===== config.mk =====
export PLATFORM = sky130hd
export DESIGN_NAME = qspi_flash_reader
export DESIGN_NICKNAME = d
export VERILOG_FILES = /design/src/rtl/qspi_flash_reader.sv
export SDC_FILE = /design/constraint.sdc
export NUM_CORES = 1
export LEC_CHECK = 0
export CAP_MARGIN = 30
export CORE_MARGIN = 3
export CORE_UTILIZATION = 49
export CTS_CLUSTER_DIAMETER = 100
export CTS_CLUSTER_SIZE = 25
export DETAILED_ROUTE_END_ITERATION = 10
export PLACE_DENSITY = 0.75
export SYNTH_ARGS = -nofsm -noshare
export SYNTH_HDL_FRONTEND = slang
export SYNTH_SLANG_ARGS = --single-unit

===== constraint.sdc =====
create_clock -name pll_clk -period 2.05 [get_ports pll_clk]
set_input_delay 0.205 -clock pll_clk [delete_from_list [all_inputs] [get_ports pll_clk]]
set_output_delay 0.205 -clock pll_clk [all_outputs]
set_load 0.03 [all_outputs]

===== src/rtl/qspi_flash_reader.sv =====
// rtl/qspi_flash_reader.sv - SPI/QSPI single-word flash read engine
//
// Accepts one 24-bit byte-address read at a time, runs a Read (0x03) or
// Fast Read Quad Output (0x6B) transaction on the flash pads and returns
// one little-endian 32-bit word.
//
// Ports:
//   pll_clk       system clock, all state on its rising edge
//   resetn        asynchronous active-low reset
//   req_valid     read request valid
//   req_ready     engine idle; request accepted on req_valid && req_ready
//   req_addr      flash byte address, sampled at acceptance
//   quad_en       1 = quad read (0x6B), 0 = single read (0x03)
//   rsp_valid     one-cycle pulse, rsp_rdata valid in that cycle
//   rsp_rdata     read word, first flash byte in [7:0]
//   flash_csb     flash chip select, active-low
//   flash_clk     SPI clock, mode 0
//   flash_io_do   pad DO for io3..io0
//   flash_io_oeb  pad OEN for io3..io0, 0 = drive
//   flash_io_di   pad DI for io3..io0
module qspi_flash_reader #(
  parameter int unsigned CLK_DIV      = 1,
  parameter int unsigned DUMMY_CYCLES = 8
) (
  input  logic        pll_clk,
  input  logic        resetn,
  input  logic        req_valid,
  output logic        req_ready,
  input  logic [23:0] req_addr,
  input  logic        quad_en,
  output logic        rsp_valid,
  output logic [31:0] rsp_rdata,
  output logic        flash_csb,
  output logic        flash_clk,
  output logic [3:0]  flash_io_do,
  output logic [3:0]  flash_io_oeb,
  input  logic [3:0]  flash_io_di
);

  // Position within one flash_clk period, counted in pll_clk cycles.
  localparam logic [4:0] HALF_LAST   = 5'(CLK_DIV - 1);
  localparam logic [4:0] PERIOD_LAST = 5'(2 * CLK_DIV - 1);
  localparam logic [7:0] DUMMY_LAST  = 8'(DUMMY_CYCLES - 1);
  localparam bit         HAS_DUMMY   = (DUMMY_CYCLES != 0);

  // io3/io2 (HOLD#/WP#) held high, io1 is the single-mode data input.
  localparam logic [3:0] DO_IDLE  = 4'b1100;
  localparam logic [3:0] OEB_IDLE = 4'b0010;
  localparam logic [3:0] OEB_QUAD = 4'b1111;

  typedef enum logic [2:0] {
    S_IDLE,
    S_CMD,
    S_ADDR,
    S_DUMMY,
    S_DATA,
    S_DONE
  } state_t;

  state_t      state_q, state_d;
  logic [4:0]  cyc_q, cyc_d;
  logic [7:0]  cnt_q, cnt_d;
  logic        quad_q, quad_d;
  // Bits still to be sent after the one currently on io0.
  logic [30:0] sout_q, sout_d;
  logic [30:0] sin_q, sin_d;

  logic        ready_d, valid_d, csb_d, sclk_d;
  logic [31:0] rdata_d;
  logic [3:0]  do_d, oeb_d;

  logic [7:0]  opcode;
  logic [31:0] sin_shift;
  logic [7:0]  data_last;

  assign opcode    = quad_en ? 8'h6B : 8'h03;
  assign sin_shift = quad_q ? {sin_q[27:0], flash_io_di} : {sin_q, flash_io_di[1]};
  assign data_last = quad_q ? 8'd7 : 8'd31;

  always_comb begin
    state_d = state_q;
    cyc_d   = cyc_q;
    cnt_d   = cnt_q;
    quad_d  = quad_q;
    sout_d  = sout_q;
    sin_d   = sin_q;
    ready_d = req_ready;
    valid_d = 1'b0;
    rdata_d = rsp_rdata;
    csb_d   = flash_csb;
    sclk_d  = flash_clk;
    do_d    = flash_io_do;
    oeb_d   = flash_io_oeb;

    unique case (state_q)
      S_IDLE: begin
        if (!req_ready) begin
          ready_d = 1'b1;
        end else if (req_valid) begin
          state_d = S_CMD;
          ready_d = 1'b0;
          quad_d  = quad_en;
          sout_d  = {opcode[6:0], req_addr};
          do_d    = {DO_IDLE[3:1], opcode[7]};
          csb_d   = 1'b0;
          cyc_d   = '0;
          cnt_d   = '0;
        end
      end

      S_CMD, S_ADDR, S_DUMMY, S_DATA: begin
        cyc_d = cyc_q + 5'd1;
        if (cyc_q == HALF_LAST) begin
          sclk_d = 1'b1;
        end
        // End of the high phase: sample DI, drop the clock and present the
        // next DO bit so it is stable for the whole following period.
        if (cyc_q == PERIOD_LAST) begin
          cyc_d   = '0;
          sclk_d  = 1'b0;
          cnt_d   = cnt_q + 8'd1;
          do_d[0] = sout_q[30];
          sout_d  = {sout_q[29:0], 1'b0};
          case (state_q)
            S_CMD: begin
              if (cnt_q == 8'd7) begin
                state_d = S_ADDR;
                cnt_d   = '0;
              end
            end
            S_ADDR: begin
              if (cnt_q == 8'd23) begin
                cnt_d = '0;
                if (quad_q) begin
                  oeb_d   = OEB_QUAD;
                  state_d = HAS_DUMMY ? S_DUMMY : S_DATA;
                end else begin
                  state_d = S_DATA;
                end
              end
            end
            S_DUMMY: begin
              if (cnt_q == DUMMY_LAST) begin
                state_d = S_DATA;
                cnt_d   = '0;
              end
            end
            S_DATA: begin
              sin_d = sin_shift[30:0];
              if (cnt_q == data_last) begin
                state_d = S_DONE;
                cnt_d   = '0;
                valid_d = 1'b1;
                // Bytes arrive first-byte-first in the top of the shifter.
                rdata_d = {sin_shift[7:0], sin_shift[15:8],
                           sin_shift[23:16], sin_shift[31:24]};
                csb_d   = 1'b1;
                do_d    = DO_IDLE;
                oeb_d   = OEB_IDLE;
              end
            end
            default: ;
          endcase
        end
      end

      // Chip-select deselect time before the next command may start.
      S_DONE: begin
        if (cyc_q == PERIOD_LAST) begin
          state_d = S_IDLE;
          ready_d = 1'b1;
          cyc_d   = '0;
        end else begin
          cyc_d = cyc_q + 5'd1;
        end
      end

      default: state_d = S_IDLE;
    endcase
  end

  always_ff @(posedge pll_clk or negedge resetn) begin
    if (!resetn) begin
      state_q      <= S_IDLE;
      cyc_q        <= '0;
      cnt_q        <= '0;
      quad_q       <= 1'b0;
      sout_q       <= '0;
      sin_q        <= '0;
      req_ready    <= 1'b0;
      rsp_valid    <= 1'b0;
      rsp_rdata    <= '0;
      flash_csb    <= 1'b1;
      flash_clk    <= 1'b0;
      flash_io_do  <= DO_IDLE;
      flash_io_oeb <= OEB_IDLE;
    end else begin
      state_q      <= state_d;
      cyc_q        <= cyc_d;
      cnt_q        <= cnt_d;
      quad_q       <= quad_d;
      sout_q       <= sout_d;
      sin_q        <= sin_d;
      req_ready    <= ready_d;
      rsp_valid    <= valid_d;
      rsp_rdata    <= rdata_d;
      flash_csb    <= csb_d;
      flash_clk    <= sclk_d;
      flash_io_do  <= do_d;
      flash_io_oeb <= oeb_d;
    end
  end

endmodule


==> metrics.cfg <==
[worst_setup_path]
critical_path_buf_inv_count=1
cp_top_family=compound AO/OA/AOI/OAI gates
r2r_cells=6
critical_path_arrival_ps=2450
cp-end-kind=register
r2r_start=cnt_q[4]$_DFFE_PN0P_
cp_slowest_cell=or4b_1
r2r_setup_slack_ps=40
cpPeakStageDelay_ps=530
r2r-end=state_q[2]$_DFFE_PN0P_
worstSetupPathType=reg2reg
crit_chain=buf_4 > xnor2_1 > o41a_1 > o21bai_4 > or4b_1 > o22ai_2
crit_fanout=7
start_kind=register
required_ps=2490

[final_layout]
multi_input_area_um2=2190
fillers=789
final_area_um2=6940
finalNetCount=660
regArea_um2=2960
antennaDiodeCount=0
area_growth_syn_to_layout_pct=30.5
drive_gt1_share_pct=13.2

[place]
io_buffers=73
placed_area_um2=6290
gp_congestion=0.855
dp_hpwl_um=7870

[route]
drc=0
drt_pre_antenna_iters=6
wl_per_cell_um=15.7
wirelength_um=12100
vias=4242
ant_nets=0
drtIter0Drc=295
viasPerCell=5.49

[outcome]
status=finished clean

[power_and_ir_drop]
pwr-share-clk_pct=31.9
p_comb_share_pct=32.3
p_leak_nw=3.08
p_seq_share_pct=35.8
power_density_nw_per_um2=1290
power_switching_w=0.00302
p_int_w=0.00591
ir_drop_v=0.000704
swShare_pct=33.8

[clock_tree]
htreeDepth=4
cts_buffers=17
path_clk_slew_ps=60
clock_sinks=118
clock_path_buffers=2
cts-root-buf=clkbuf_8
cts_tree=yes
worstSkewPairLatency_ps=510

[logic_synthesis]
post-synth-top-count-cell=dfrtp_1
syn_inst=542
yosysWarningCount=0
synth_fp_nets=578
synthTopCellsByCount=dfrtp_1, nand2_1, nor2_1
syn_area_um2=5310
synth_flop_cell=dfrtp_1
synth_top_area_share_pct=54.6
synthArstFlopShare_pct=100
synth_simple_gate_area_share_pct=16.3
yosysUniqueCellTypes=51
yosys.area_share.adder_pct=0.942
yosysTopAreaCell=dfrtp_1
synth-xor-area-share_pct=0.636
synth-edff-count=0
synth_top_family_by_area=simple AND/OR/NAND/NOR gates
synth_compound_area_share_pct=15.6
synth_mux_area_share_pct=6.66
ys_top_cells_by_area=dfrtp_1, nand2_1, mux2i_1
synth_seq_cells=118
seq_area_frac_synth_pct=55.6
syn_area_per_cell_um2=9.80

[timing]
fin_crit_ps=2010
slew_viol_final=0
hold_slack_ps=145
setup_viol=0
skew_ps=12.4
hold_viol=0
finalCritPeriodShare_pct=98.2
timing.fmax_mhz=497

[die]
rows=37
dieArea_um2=12100
start_util_pct=51.0
fp.dieH_um=110
die_w_um=110
core_um2=10400
ios=76

[global_route]
grt_first_pass_wirelength_um=20000
track_usage_pct=21.1
grt_max_degree=70
first_global_vias=4182
grt_remaining_overflow=0
antenna_found_initial=0

[hold_path]
hp-class=in2async

[run]
maxCapViolCount=0

==> metal layers <==
| metal | up-vias | global-route usage, % | routed length [um] |
|---|---|---|---|
| li1 | 2024 | - | - |
| met1 | 2093 | 27.6 | 5420 |
| met3 | 14 | 5.77 | 456 |
| met2 | 111 | 33.8 | 6080 |
| met4 | 0 | 8.00 | 162 |
| met5 | - | 0 | 0 |
==> power groups by stage <==
stage / Clock [W] / Combinational, W / Sequential (W)
after detailed placement: 0 / 0.00279 / 0.00321
after CTS: 0.00290 / 0.00283 / 0.00319
final: 0.00285 / 0.00288 / 0.00319
after global routing: 0.00302 / 0.00320 / 0.00325
after global placement: 0 / 0.00267 / 0.00318
after floorplan: 0 / 0.00192 / 0.00320
==> worst reg2reg max path, cell delays in order, from the launching register on <==
cell and delay (ps):
dfrtp_1 390, buf_4 170, xnor2_1 120, o41a_1 400
o21bai_4 220, or4b_1 530, o22ai_2 120
==> registers in the layout, indices dropped and copies added (netlist names) <==
name	cells
rsp_rdata	32
flash_io_oeb	1
flash_clk	1
rsp_valid	1
state_q	3
sin_q	31
cyc_q	5
cnt_q	8
flash_io_do	2
flash_csb	1
req_ready	1
quad_q	1
sout_q	31
==> logic make-up after synthesis <==
group / Yosys count
simple gates: 196
compound gates: 138
flops: 118
buf+inv: 46
mux: 35
fa+ha+maj: 4
xor+xnor: 3
other cells: 2
==> per-stage QoR <==
| step | setup WS [ps] | setup TNS [ps] | total power [W] | cells | util [%] |
|---|---|---|---|---|---|
| after global placement | 51.6 | 0 | 0.00585 | 737 | 60.4 |
| after floorplan | 8.05 | 0 | 0.00512 | 542 | - |
| final | 36.2 | 0 | 0.00893 | 773 | 66.6 |
| after CTS | 23.4 | 0 | 0.00891 | 770 | 66.2 |
| after detailed placement | -4.02 | -4.02 | 0.00599 | 737 | 60.4 |
| after global routing | -9.55 | -9.55 | 0.00947 | 773 | 66.6 |
==> layout by cell type, fill, tap and decap left out, types with 3 or more instances in the layout <==
cell type        instances
nor2_1                  65
clkbuf_16               16
buf_4                   24
a21oi_1                 40
clkdlybuf4s50_1         72
inv_1                    6
clkinvlp_4               4
nand4_1                  3
ha_1                     3
mux2i_1                 32
nand3_1                  8
a22o_1                   4
nand2_1                 96
and2_1                   3
a21o_1                   5
clkbuf_8                 4
a31oi_1                 28
o21ai_0                 46
buf_12                   4
dfrtp_1                115
clkinv_2                 4
nor3_1                   4
==> timing repair <==
action / in CTS / in global routing
gates resized for setup: 2 / 4
hold endpoints to repair: 23 / 0
pin swaps: 0 / 3
setup buffers: 0 / 3
hold buffers: 1 / 0
setup endpoints to repair: 1 / 10
==> final cells by class <==
class	count	area share (%)
clock buffer	20	6.57
clock inverter	12	1.84
inverter	6	0.325
multi-input combinational	378	31.6
sequential	118	42.6
tap	136	2.45
timing repair buffer	103	14.6
==> worst max-delay path by stage <==
stage / startpoint / end / cells past startpoint
floorplan: cnt_q[0]$_DFFE_PN0P_ / state_q[2]$_DFFE_PN0P_ / 6
CTS: cnt_q[1]$_DFFE_PN0P_ / state_q[2]$_DFFE_PN0P_ / 6
global placement: cnt_q[1]$_DFFE_PN0P_ / state_q[2]$_DFFE_PN0P_ / 6
detailed placement: cnt_q[1]$_DFFE_PN0P_ / state_q[2]$_DFFE_PN0P_ / 6
finish: cnt_q[4]$_DFFE_PN0P_ / state_q[2]$_DFFE_PN0P_ / 6
global route: cyc_q[1]$_DFFE_PN0P_ / state_q[2]$_DFFE_PN0P_ / 6
Power figures use the tool's default switching activity.
